`config.mk`:
```
export PLATFORM = sky130hd
export DESIGN_NAME = level0_control
export DESIGN_NICKNAME = d
export VERILOG_FILES = /design/src/rtl/level0_control.sv
export SDC_FILE = /design/constraint.sdc
export NUM_CORES = 1
export LEC_CHECK = 0
export ABC_CLOCK_PERIOD_IN_PS = 8720
export BUFFER_PORTS_ARGS = -buffer_cell sky130_fd_sc_hd__buf_2
export CORE_ASPECT_RATIO = 1.4
export CORE_MARGIN = 10
export CORE_UTILIZATION = 40
export CTS_CLUSTER_DIAMETER = 60
export DETAILED_ROUTE_END_ITERATION = 8
export PLACE_DENSITY_LB_ADDON = 0.2
export SETUP_SLACK_MARGIN = 0.15
export SYNTH_ARGS = -nofsm -noshare
export SYNTH_HDL_FRONTEND = slang
export SYNTH_SLANG_ARGS = --single-unit
```
`constraint.sdc`:
```
create_clock -name clk -period 8.72 [get_ports clk]
set_input_delay 1.308 -clock clk [delete_from_list [all_inputs] [get_ports clk]]
set_output_delay 1.308 -clock clk [all_outputs]
set_load 0.01 [all_outputs]
```
`src/rtl/level0_control.sv`:
```
// Level-0 controller: loads four working registers from the host bus, starts the
// search unit, then round-robin arbitrates its lane write requests into one result queue.
module level0_control #(
  parameter int NLANES = 16,
  parameter int DW     = 64
) (
  input  logic              clk,
  input  logic              rst,
  input  logic              stop,
  output logic              stopSU,
  input  logic [DW-1:0]     dataToLC,
  input  logic              startLC,
  input  logic [2:0]        levels,
  output logic [3:0]        regEn,
  output logic [DW-1:0]     dataToReg,
  output logic              startSU,
  input  logic [NLANES-1:0] writeReq,
  output logic [4:0]        writeQen,
  output logic              enableQ,
  output logic              incrPC,
  input  logic              Qfull,
  output logic [NLANES-1:0] writeSucceeded
);

  localparam int PW = $clog2(NLANES);

  typedef enum logic [3:0] {
    IDLE, LOAD0, LOAD1, LOAD2, LOAD3, START, RUN, HALT
  } state_t;

  state_t        state, state_next;
  logic [PW-1:0] rr_ptr;
  logic          grant_found;
  logic [PW-1:0] grant_idx;
  logic [PW-1:0] lane;
  logic [NLANES-1:0] grant_onehot;

  always_ff @(posedge clk or negedge rst) begin
    if (!rst) begin
      state  <= IDLE;
      rr_ptr <= '1;
    end else begin
      state <= state_next;
      if (state == RUN && grant_found) rr_ptr <= grant_idx;
    end
  end

  // Scan from the lane after the last winner; an offset of NLANES wraps back onto rr_ptr itself.
  always_comb begin
    grant_found = 1'b0;
    grant_idx   = '0;
    lane        = '0;
    if (state == RUN && !Qfull) begin
      for (int i = 1; i <= NLANES; i++) begin
        lane = rr_ptr + PW'(i);
        if (!grant_found && writeReq[lane]) begin
          grant_found = 1'b1;
          grant_idx   = lane;
        end
      end
    end
  end

  assign grant_onehot = grant_found ? (NLANES'(1) << grant_idx) : '0;

  always_comb begin
    state_next = state;
    if (state != IDLE && stop) begin
      state_next = HALT;
    end else begin
      case (state)
        IDLE:    if (startLC && levels == 3'b000) state_next = LOAD0;
        LOAD0:   state_next = LOAD1;
        LOAD1:   state_next = LOAD2;
        LOAD2:   state_next = LOAD3;
        LOAD3:   state_next = START;
        START:   state_next = RUN;
        RUN:     state_next = RUN;
        HALT:    state_next = IDLE;
        default: state_next = IDLE;
      endcase
    end
  end

  always_comb begin
    regEn          = 4'b0000;
    dataToReg      = '0;
    startSU        = 1'b0;
    stopSU         = 1'b0;
    writeQen       = 5'b00000;
    enableQ        = 1'b0;
    incrPC         = 1'b0;
    writeSucceeded = '0;
    case (state)
      LOAD0: begin regEn = 4'b0001; dataToReg = dataToLC; end
      LOAD1: begin regEn = 4'b0010; dataToReg = dataToLC; end
      LOAD2: begin regEn = 4'b0100; dataToReg = dataToLC; end
      LOAD3: begin regEn = 4'b1000; dataToReg = dataToLC; end
      START: startSU = 1'b1;
      HALT:  stopSU  = 1'b1;
      RUN: begin
        if (grant_found) begin
          writeSucceeded = grant_onehot;
          writeQen       = {1'b1, grant_idx};
          enableQ        = 1'b1;
        end
        // Any request left unserved stalls the search units for this cycle.
        incrPC = ((writeReq & ~grant_onehot) == '0);
      end
      default: ;
    endcase
  end

endmodule

```
==> results of run 1 <==
-- cell families after synthesis --
kind of cell / synth area share
AO/OA/AOI/OAI: 0.212
XOR/XNOR: 0.0217
adder cells (fa/ha/maj): 0.0303
buffers and inverters: 0.0575
flip-flops: 0.0496
multiplexers: 0.283
AND/OR/NAND/NOR: 0.347
-- final cells by class --
class                   count  area (µm²)  share of cell area
well taps                 107         134              0.0286
inverters                  18        67.6              0.0145
multi-input cells         422        3250               0.696
clock buffers               4        78.8              0.0169
repair buffers            188         961               0.206
flip-flops and latches      7         180              0.0385
-- layer usage --
layer	track usage	vias to the layer above	wire [µm]
li1	-	2113	-
met4	0.112	0	812
met3	0.0547	57	1300
met5	0	-	0
met1	0.250	2150	5990
met2	0.416	276	8620
-- tightest hold or removal path, cell delays in order, from the launching register on --
cell     delay, ns
dfrtp_1       0.50
nand2_1       0.11
a21oi_1       0.07
-- sequential cells by signal, summed over array words and instances (netlist names) --
| name | flops |
|---|---|
| rr_ptr | 4 |
| state | 3 |
-- Yosys cell counts (all sizes together), types with 5 or more instances --
master	n	area (µm²)
a211oi	7	52.6
nand2b	8	50.1
o22ai	5	31.3
or3	7	43.8
mux2i	27	270
mux4	22	495
and2	71	444
mux2	23	263
nor2b	5	31.3
nor3	16	80.1
buf	15	85.1
inv	17	63.8
nor2	36	138
o211ai	5	37.5
a21o	6	45.0
nand2	32	120
a21oi	19	95.1
xnor2	5	43.8
or2	5	31.3
o21ai	20	100
nor4	7	56.3
clkbuf	15	56.3
nand3	12	60.1
ha	8	100
nand4	5	31.3
-- worst min-delay path by stage --
stage | startpoint | endpoint | slack (ns) | cells after the start
after floorplan | state[2] | state[0] | 0.57 | 3
after global placement | state[2] | state[1] | 0.69 | 2
after detailed placement | state[2] | state[1] | 0.71 | 2
after CTS | state[2] | state[1] | 0.72 | 2
after global routing | state[2] | state[1] | 0.74 | 2
final | state[2] | state[1] | 0.73 | 2
-- cells in the final DEF, fill, tap and decap left out, types with 5 or more instances in the layout --
cell / count
buf_2: 180
a21oi_1: 19
and2_1: 70
nor2b_1: 5
nand2_1: 32
nand2b_1: 8
nor3_1: 16
nor4_1: 5
o22ai_1: 5
or3_1: 7
o21ai_0: 18
inv_1: 14
mux2i_1: 27
nor2_1: 35
or2_2: 5
ha_1: 8
a21o_1: 6
a211oi_1: 7
mux2_2: 22
nand3_1: 12
o211ai_1: 5
nand4_1: 5
buf_4: 8
mux4_2: 22
-- stage by stage --
| stage | cell area [µm²] | cells | hold WS [ns] | setup WS [ns] |
|---|---|---|---|---|
| after floorplan | 3640 | 477 | 0.567 | 1.28 |
| after global placement | 4600 | 742 | 0.691 | 1.19 |
| after detailed placement | 4600 | 742 | 0.713 | 1.05 |
| after CTS | 4680 | 746 | 0.722 | 0.769 |
| after global routing | 4680 | 746 | 0.739 | 0.279 |
| final | 4680 | 746 | 0.729 | 0.679 |
==> impl_metrics.tcl, run 1 <==
set metrics [dict create \
    grt_pass1_wl_um 25700 \
    r2r_cells 12 \
    status "finished clean" \
    drtAntennaViolNets 0 \
    ioPinCount 181 \
    clock_path_buffers 2 \
    reg2reg_to "rr_ptr[2]" \
    drv_cap 0 \
    gp_congestion 1.00 \
    cts.htree.levels 1 \
    rrSetupSlack_ns 3.28 \
    syn_inst 477 \
    clock_sinks 7 \
    grt_max_degree 65 \
    dieArea_mm2 0.0134 \
    die_h_um 133 \
    startpoint_type "flip-flop" \
    syn_to_final_growth_pct 28.6 \
    grt-ovfl-total 0 \
    start_util 0.407 \
    wl_per_cell_um 22.4 \
    hp-class "flip-flop to flip-flop" \
    yosysSeqAreaShare 0.0496 \
    clk-insertion-delay-late_ns 0.23 \
    wirelength_um 16700 \
    crit_end "incrPC" \
    dp_hpwl_um 13800 \
    final_hold_viol_count 0 \
    drive_gt1_frac 0.407 \
    fmax_mhz 124 \
    synth_seq_cells 7 \
    critPathRequiredTime_ns 7.41 \
    synth_nets 573 \
    critical_path_buf_inv_count 3 \
    synth_edf_count 0 \
    ys.flop_type "dfstp_2" \
    final.setup.tns_ns 0 \
    worst_slew_pin_slew_ns 0.944 \
    r2r_start "rr_ptr[0]" \
    worst-path-max-fanout 34 \
    slew_violations 0 \
    core_area_mm2 0.00893 \
    ys_types 77 \
    finalClockSkew_ns 0.00398 \
    grt_setup_unrepaired "no" \
    clk_pin_slew_ns 0.04 \
    drtPass1Iterations 6 \
    port_buffers 180 \
    die_x_um 101 \
    cts_tree "done" \
    finalSetupViolCount 0 \
    period_share 0.922 \
    antenna_found_initial 0 \
    postCtsSetupRepairBufs 0 \
    cts_buffers 3 \
    max_slew_margin 0.371 \
    syn_avg_cell_area_um2 7.62 \
    vias_per_cell 6.16 \
    cp_slowest_cell "dfstp_2" \
    max_stage_delay_ns 1.01 \
    final_nets 736 \
    cts_root_buf "clkbuf_16" \
    cp-startpoint "rr_ptr[0]" \
    path_cells "inv_1, ha_1, mux2_2, mux2i_1, o22ai_1, or4_1, or3_1, a2111oi_0, o31ai_1, a21oi_1, nand2_1, inv_2, nand4b_1, a222oi_1, nand4_1, nor4_2, buf_2" \
    ys.warnings.count 0 \
    finalCriticalPeriod_ns 8.04 \
    worstSetupPathType "flip-flop to output port" \
    drcViolationCount 0 \
    cp.arrival_ns 6.73 \
    drt_iter0_drc 285 \
    syn-cell-area_mm2 0.00364 \
    finish.utilization 0.524 \
    synth_async_sr_flop_share 1.00 \
    worst-path-stages 17 \
    ctsResizeCount 0 \
    insertedDiodeCount 0 \
    grt_usage 0.235 \
    fillers 891 \
    cp-end-kind "output port" \
    vias 4596 \
    grt_pass1_vias 4675 \
    cp_top_family "simple AND/OR/NAND/NOR gates" \
    postCtsHoldBufs 0 \
    rows 41 \
]
Power of run 1 is left out: the tool's default activity adds up to more than one toggle a clock period on the data nets, which glitch-free logic cannot reach.
==> run 2, diff against run 1 <==
--- a/config.mk
+++ b/config.mk
@@ -6,12 +6,12 @@
 export NUM_CORES = 1
 export LEC_CHECK = 0
 export ABC_CLOCK_PERIOD_IN_PS = 8720
-export BUFFER_PORTS_ARGS = -buffer_cell sky130_fd_sc_hd__buf_2
 export CORE_ASPECT_RATIO = 1.4
 export CORE_MARGIN = 10
 export CORE_UTILIZATION = 40
 export CTS_CLUSTER_DIAMETER = 60
 export DETAILED_ROUTE_END_ITERATION = 8
+export DONT_BUFFER_PORTS = 1
 export PLACE_DENSITY_LB_ADDON = 0.2
 export SETUP_SLACK_MARGIN = 0.15
 export SYNTH_ARGS = -nofsm -noshare
==> constraint.sdc (replaced) <==
create_clock -name clk -period 8.72 [get_ports clk]
set_input_delay 0.436 -clock clk [delete_from_list [all_inputs] [get_ports clk]]
set_output_delay 0.436 -clock clk [all_outputs]
set_load 0.01 [all_outputs]
==> impl_metrics.tcl, run 2 (synthesized netlist as in run 1, its figures left out) <==
set metrics [dict create \
    status "finished clean" \
    max_slew_margin 0.308 \
    highest_layer "met5" \
    rrSetupSlack_ns 3.53 \
    startpoint_type "flip-flop" \
    largest_register_ffs 4 \
    gp_congestion 0.977 \
    clock_sinks 7 \
    grt_setup_unrepaired "no" \
    wl_met2_um 7900 \
    ctsResizeCount 0 \
    dieArea_mm2 0.0134 \
    drive_gt1_frac 0.165 \
    finalSetupViolCount 0 \
    final_hold_viol_count 0 \
    grt_pass1_wl_um 23500 \
    reg2reg_to "rr_ptr[2]" \
    vias_per_cell 7.02 \
    cts.htree.levels 1 \
    wirelength_um 15300 \
    routedLengthMet1_um 5230 \
    die_x_um 101 \
    cp_slowest_cell "ha_1" \
    cp-end-kind "output port" \
    drcViolationCount 0 \
    final_nets 552 \
    period_share 0.812 \
    top_regs "rr_ptr (4), state (3)" \
    finalClockSkew_ns 0.00380 \
    grt_max_degree 65 \
    postCtsSetupRepairBufs 0 \
    cts_root_buf "clkbuf_16" \
    crit_end "incrPC" \
    hp-class "input port to async pin" \
    rows 41 \
    max_stage_delay_ns 1.04 \
    wl_per_cell_um 27.2 \
    core_area_mm2 0.00893 \
    drv_cap 0 \
    mostFrequentLayoutCell "and2_1" \
    final_cell_mix "and2_1, nor2_1, nand2_1" \
    insertedDiodeCount 0 \
    vias 3946 \
    die_h_um 133 \
    top_register "rr_ptr" \
    grt-ovfl-total 0 \
    antenna_found_initial 1 \
    critPathRequiredTime_ns 8.28 \
    port_buffers 0 \
    drtPass1Iterations 7 \
    worstSetupPathType "flip-flop to output port" \
    slew_violations 0 \
    r2r_start "rr_ptr[0]" \
    finalCriticalPeriod_ns 7.08 \
    cts_buffers 3 \
    worst_slew_pin_slew_ns 1.04 \
    cp.arrival_ns 6.64 \
    dp_hpwl_um 12600 \
    drt_iter0_drc 308 \
    cts_tree "done" \
    r2r_cells 12 \
    clock_path_buffers 2 \
    drtAntennaViolNets 0 \
    syn_to_final_growth_pct 3.06 \
    start_util 0.407 \
    grt_pass1_vias 4067 \
    worst-path-max-fanout 25 \
    clk-insertion-delay-late_ns 0.23 \
    fmax_mhz 141 \
    clk_pin_slew_ns 0.04 \
    path_cells "inv_1, ha_1, mux4_2, mux2_2, mux2i_1, nand2b_1, a2bb2oi_1, o211a_1, a2111oi_1, nor2_2, or4_1, a222oi_1, nand4_1, nor4_2" \
    cp-startpoint "rr_ptr[0]" \
    wl_met3_um 1240 \
    ioPinCount 181 \
    final.setup.tns_ns 0 \
    fillers 923 \
    grt_usage 0.215 \
]
## run 2: cell types whose count changed in the layout (fill, tap and decap cells not counted)
cell	previous run	this run
buf_4	8	3
dlygate4sd3_1	0	1
buf_2	180	0
## run 2: metrics by stage
| step | hold WS [ns] | cell area, µm² | cells | util | worst slack [ns] |
|---|---|---|---|---|---|
| after global placement | 0.141 | 3660 | 557 | 0.410 | 1.99 |
| final | 0.0455 | 3750 | 562 | 0.420 | 1.64 |
| after detailed placement | 0.141 | 3660 | 557 | 0.410 | 2.01 |
| after floorplan | 0.140 | 3640 | 477 | - | 2.16 |
| after global routing | 0.0400 | 3750 | 562 | 0.420 | 1.24 |
| after CTS | 0.0435 | 3750 | 562 | 0.420 | 1.73 |
## run 2: timing repair
action | CTS | global route
hold buffers | 1 | 0
setup endpoints to repair | 0 | 0
endpoints found under the hold margin | 3 | 0
## run 2: cell type report
class	count	area, µm²	area share
clock buffer	4	78.8	0.0210
inverter	18	67.6	0.0180
multi-input combinational	422	3250	0.868
sequential	7	180	0.0481
tap	107	134	0.0357
timing repair buffer	4	32.5	0.00868
## run 2: worst min path at each step
stage | from | end | slack (ns) | cells after the start
2_1_floorplan | rst | state[0] | 0.14 | 0
3_3_place_gp | rst | state[1] | 0.14 | 0
3_5_place_dp | rst | state[1] | 0.14 | 0
4_1_cts | rst | rr_ptr[2] | 0.04 | 0
5_1_grt | rst | rr_ptr[2] | 0.04 | 0
6_report | rst | rr_ptr[2] | 0.05 | 0
## run 2: critical path, delay by kind of cell (launching register included)
family,cells,cell delay [ns]
AOI/OAI and AO/OA,4,1.41
DFF,1,0.52
and+or+nand+nor,5,1.82
adders and majority gates,1,1.04
muxes,3,1.36
buffers and inverters,1,0.24
## run 2: metal layers
| layer | track usage | up-vias |
|---|---|---|
| met1 | 0.227 | 1841 |
| li1 | - | 1745 |
| met5 | 0 | - |
| met2 | 0.379 | 279 |
| met3 | 0.0505 | 79 |
| met4 | 0.108 | 2 |
Power of run 2 is left out for the same reason.
==> run 3, diff against run 2 <==
--- a/config.mk
+++ b/config.mk
@@ -5,7 +5,7 @@
 export SDC_FILE = /design/constraint.sdc
 export NUM_CORES = 1
 export LEC_CHECK = 0
-export ABC_CLOCK_PERIOD_IN_PS = 8720
+export ABC_CLOCK_PERIOD_IN_PS = 6000
 export CORE_ASPECT_RATIO = 1.4
 export CORE_MARGIN = 10
 export CORE_UTILIZATION = 40
==> constraint.sdc (replaced) <==
create_clock -name clk -period 6 [get_ports clk]
set_input_delay 0.3 -clock clk [delete_from_list [all_inputs] [get_ports clk]]
set_output_delay 0.3 -clock clk [all_outputs]
set_load 0.01 [all_outputs]
==> impl_metrics.tcl, run 3 (synthesized netlist as in run 1, its figures left out) <==
set metrics [dict create \
    status "finished clean" \
    final_nets 578 \
    largest_register_ffs 4 \
    dp_cells 581 \
    antenna_found_initial 0 \
    gp_congestion 0.998 \
    clock_sinks 7 \
    die_x_um 101 \
    max_stage_delay_ns 0.61 \
    r2r_start "rr_ptr[0]" \
    hp-class "input port to flip-flop" \
    syn_to_final_growth_pct 12.0 \
    ioPinCount 181 \
    cp.arrival_ns 5.38 \
    finalCriticalPeriod_ns 5.68 \
    drtAntennaViolNets 0 \
    critPathRequiredTime_ns 5.70 \
    start_util 0.407 \
    finalNonFillerCells 589 \
    rows 41 \
    port_buffers 0 \
    reg2reg_to "rr_ptr[1]" \
    vias 4116 \
    finalClockSkew_ns 0.00214 \
    worstSetupPathType "flip-flop to output port" \
    drive_gt1_frac 0.233 \
    finalSetupViolCount 0 \
    dieArea_mm2 0.0134 \
    top_regs "rr_ptr (4), state (3)" \
    drtPass1Iterations 7 \
    rrSetupSlack_ns 1.75 \
    period_share 0.946 \
    clk-insertion-delay-late_ns 0.23 \
    path_cells "buf_8, mux4_2, mux2_2, mux2_4, or4_4, or4_4, nor3_4, a2111oi_2, nor2_2, or2b_1, a211o_1, a211o_1, nor4_4" \
    final_hold_viol_count 0 \
    mostFrequentLayoutCell "and2_1" \
    cts_buffers 3 \
    grt_pass1_vias 4093 \
    cts_root_buf "clkbuf_16" \
    cp-end-kind "output port" \
    hp-start "stop" \
    cts.htree.levels 1 \
    fmax_mhz 176 \
    cp_slowest_cell "or4_4" \
    dp_hpwl_um 13500 \
    vias_per_cell 6.99 \
    hold_end "state[1]" \
    grt_pass1_wl_um 24100 \
    final.setup.tns_ns 0 \
    clock_path_buffers 2 \
    critical_path_buf_inv_count 1 \
    grt-ovfl-total 0 \
    drt_iter0_drc 318 \
    slew_violations 0 \
    drv_cap 0 \
    final_cell_mix "and2_1, nor2_1, nand2_1" \
    hold-path-cell-count 2 \
    top_register "rr_ptr" \
    core_area_mm2 0.00893 \
    startpoint_type "flip-flop" \
    grt_max_degree 65 \
    grt_usage 0.224 \
    max_slew_margin 0.429 \
    cp_top_family "simple AND/OR/NAND/NOR gates" \
    wl_per_cell_um 27.5 \
    grt_setup_unrepaired "no" \
    worst_slew_pin_slew_ns 0.832 \
    worst-path-max-fanout 24 \
    r2r_cells 11 \
    die_h_um 133 \
    drcViolationCount 0 \
    cts_tree "done" \
    clk_pin_slew_ns 0.04 \
    wirelength_um 16200 \
]
run 3: changes by cell type in the layout (fill, tap and decap cells not counted), sizes merged:
cell,previous run,this run
diode,0,1
buf,3,29
run 3: how the worst max path moves through the flow:
stage | slack [ns] | cells past startpoint | start | to
6_report | 0.32 | 13 | rr_ptr[0] | incrPC
5_1_grt | 0.13 | 15 | rr_ptr[1] | incrPC
4_1_cts | 0.17 | 15 | rr_ptr[0] | incrPC
3_5_place_dp | 0.09 | 14 | rr_ptr[0] | incrPC
3_3_place_gp | 0.17 | 14 | rr_ptr[1] | incrPC
2_1_floorplan | 0.18 | 21 | rr_ptr[1] | incrPC
run 3: area by class of cell:
type	count	area, µm²
multi-input combinational	422	3350
timing repair buffer	30	251
antenna	1	2.50
clock buffer	4	78.8
tap	107	134
sequential	7	180
inverter	18	70.1
fill	862	4850
run 3: per-layer routing:
layer / global-route usage / share of wire
met4: 0.124 / 0.061
met2: 0.393 / 0.51
met1: 0.238 / 0.34
met5: 0 / 0
met3: 0.0495 / 0.082
run 3: stage by stage:
stage | instance area, µm² | util | hold slack (ns) | setup WS [ns]
CTS | 3970 | 0.445 | 0.213 | 0.172
floorplan | 3660 | - | 0.00441 | 0.181
global placement | 3850 | 0.431 | 0.00467 | 0.173
detailed placement | 3850 | 0.431 | 0.00470 | 0.0929
finish | 4070 | 0.456 | 0.212 | 0.324
global route | 4070 | 0.456 | 0.245 | 0.134
run 3: what timing repair did:
item | CTS | global route
hold buffers | 1 | 0
buffers inserted | 0 | 2
gates cloned | 0 | 0
endpoints found under the hold margin | 7 | 0
setup endpoints to repair | 1 | 1
resized for setup | 7 | 17
Power of run 3 is left out for the same reason.
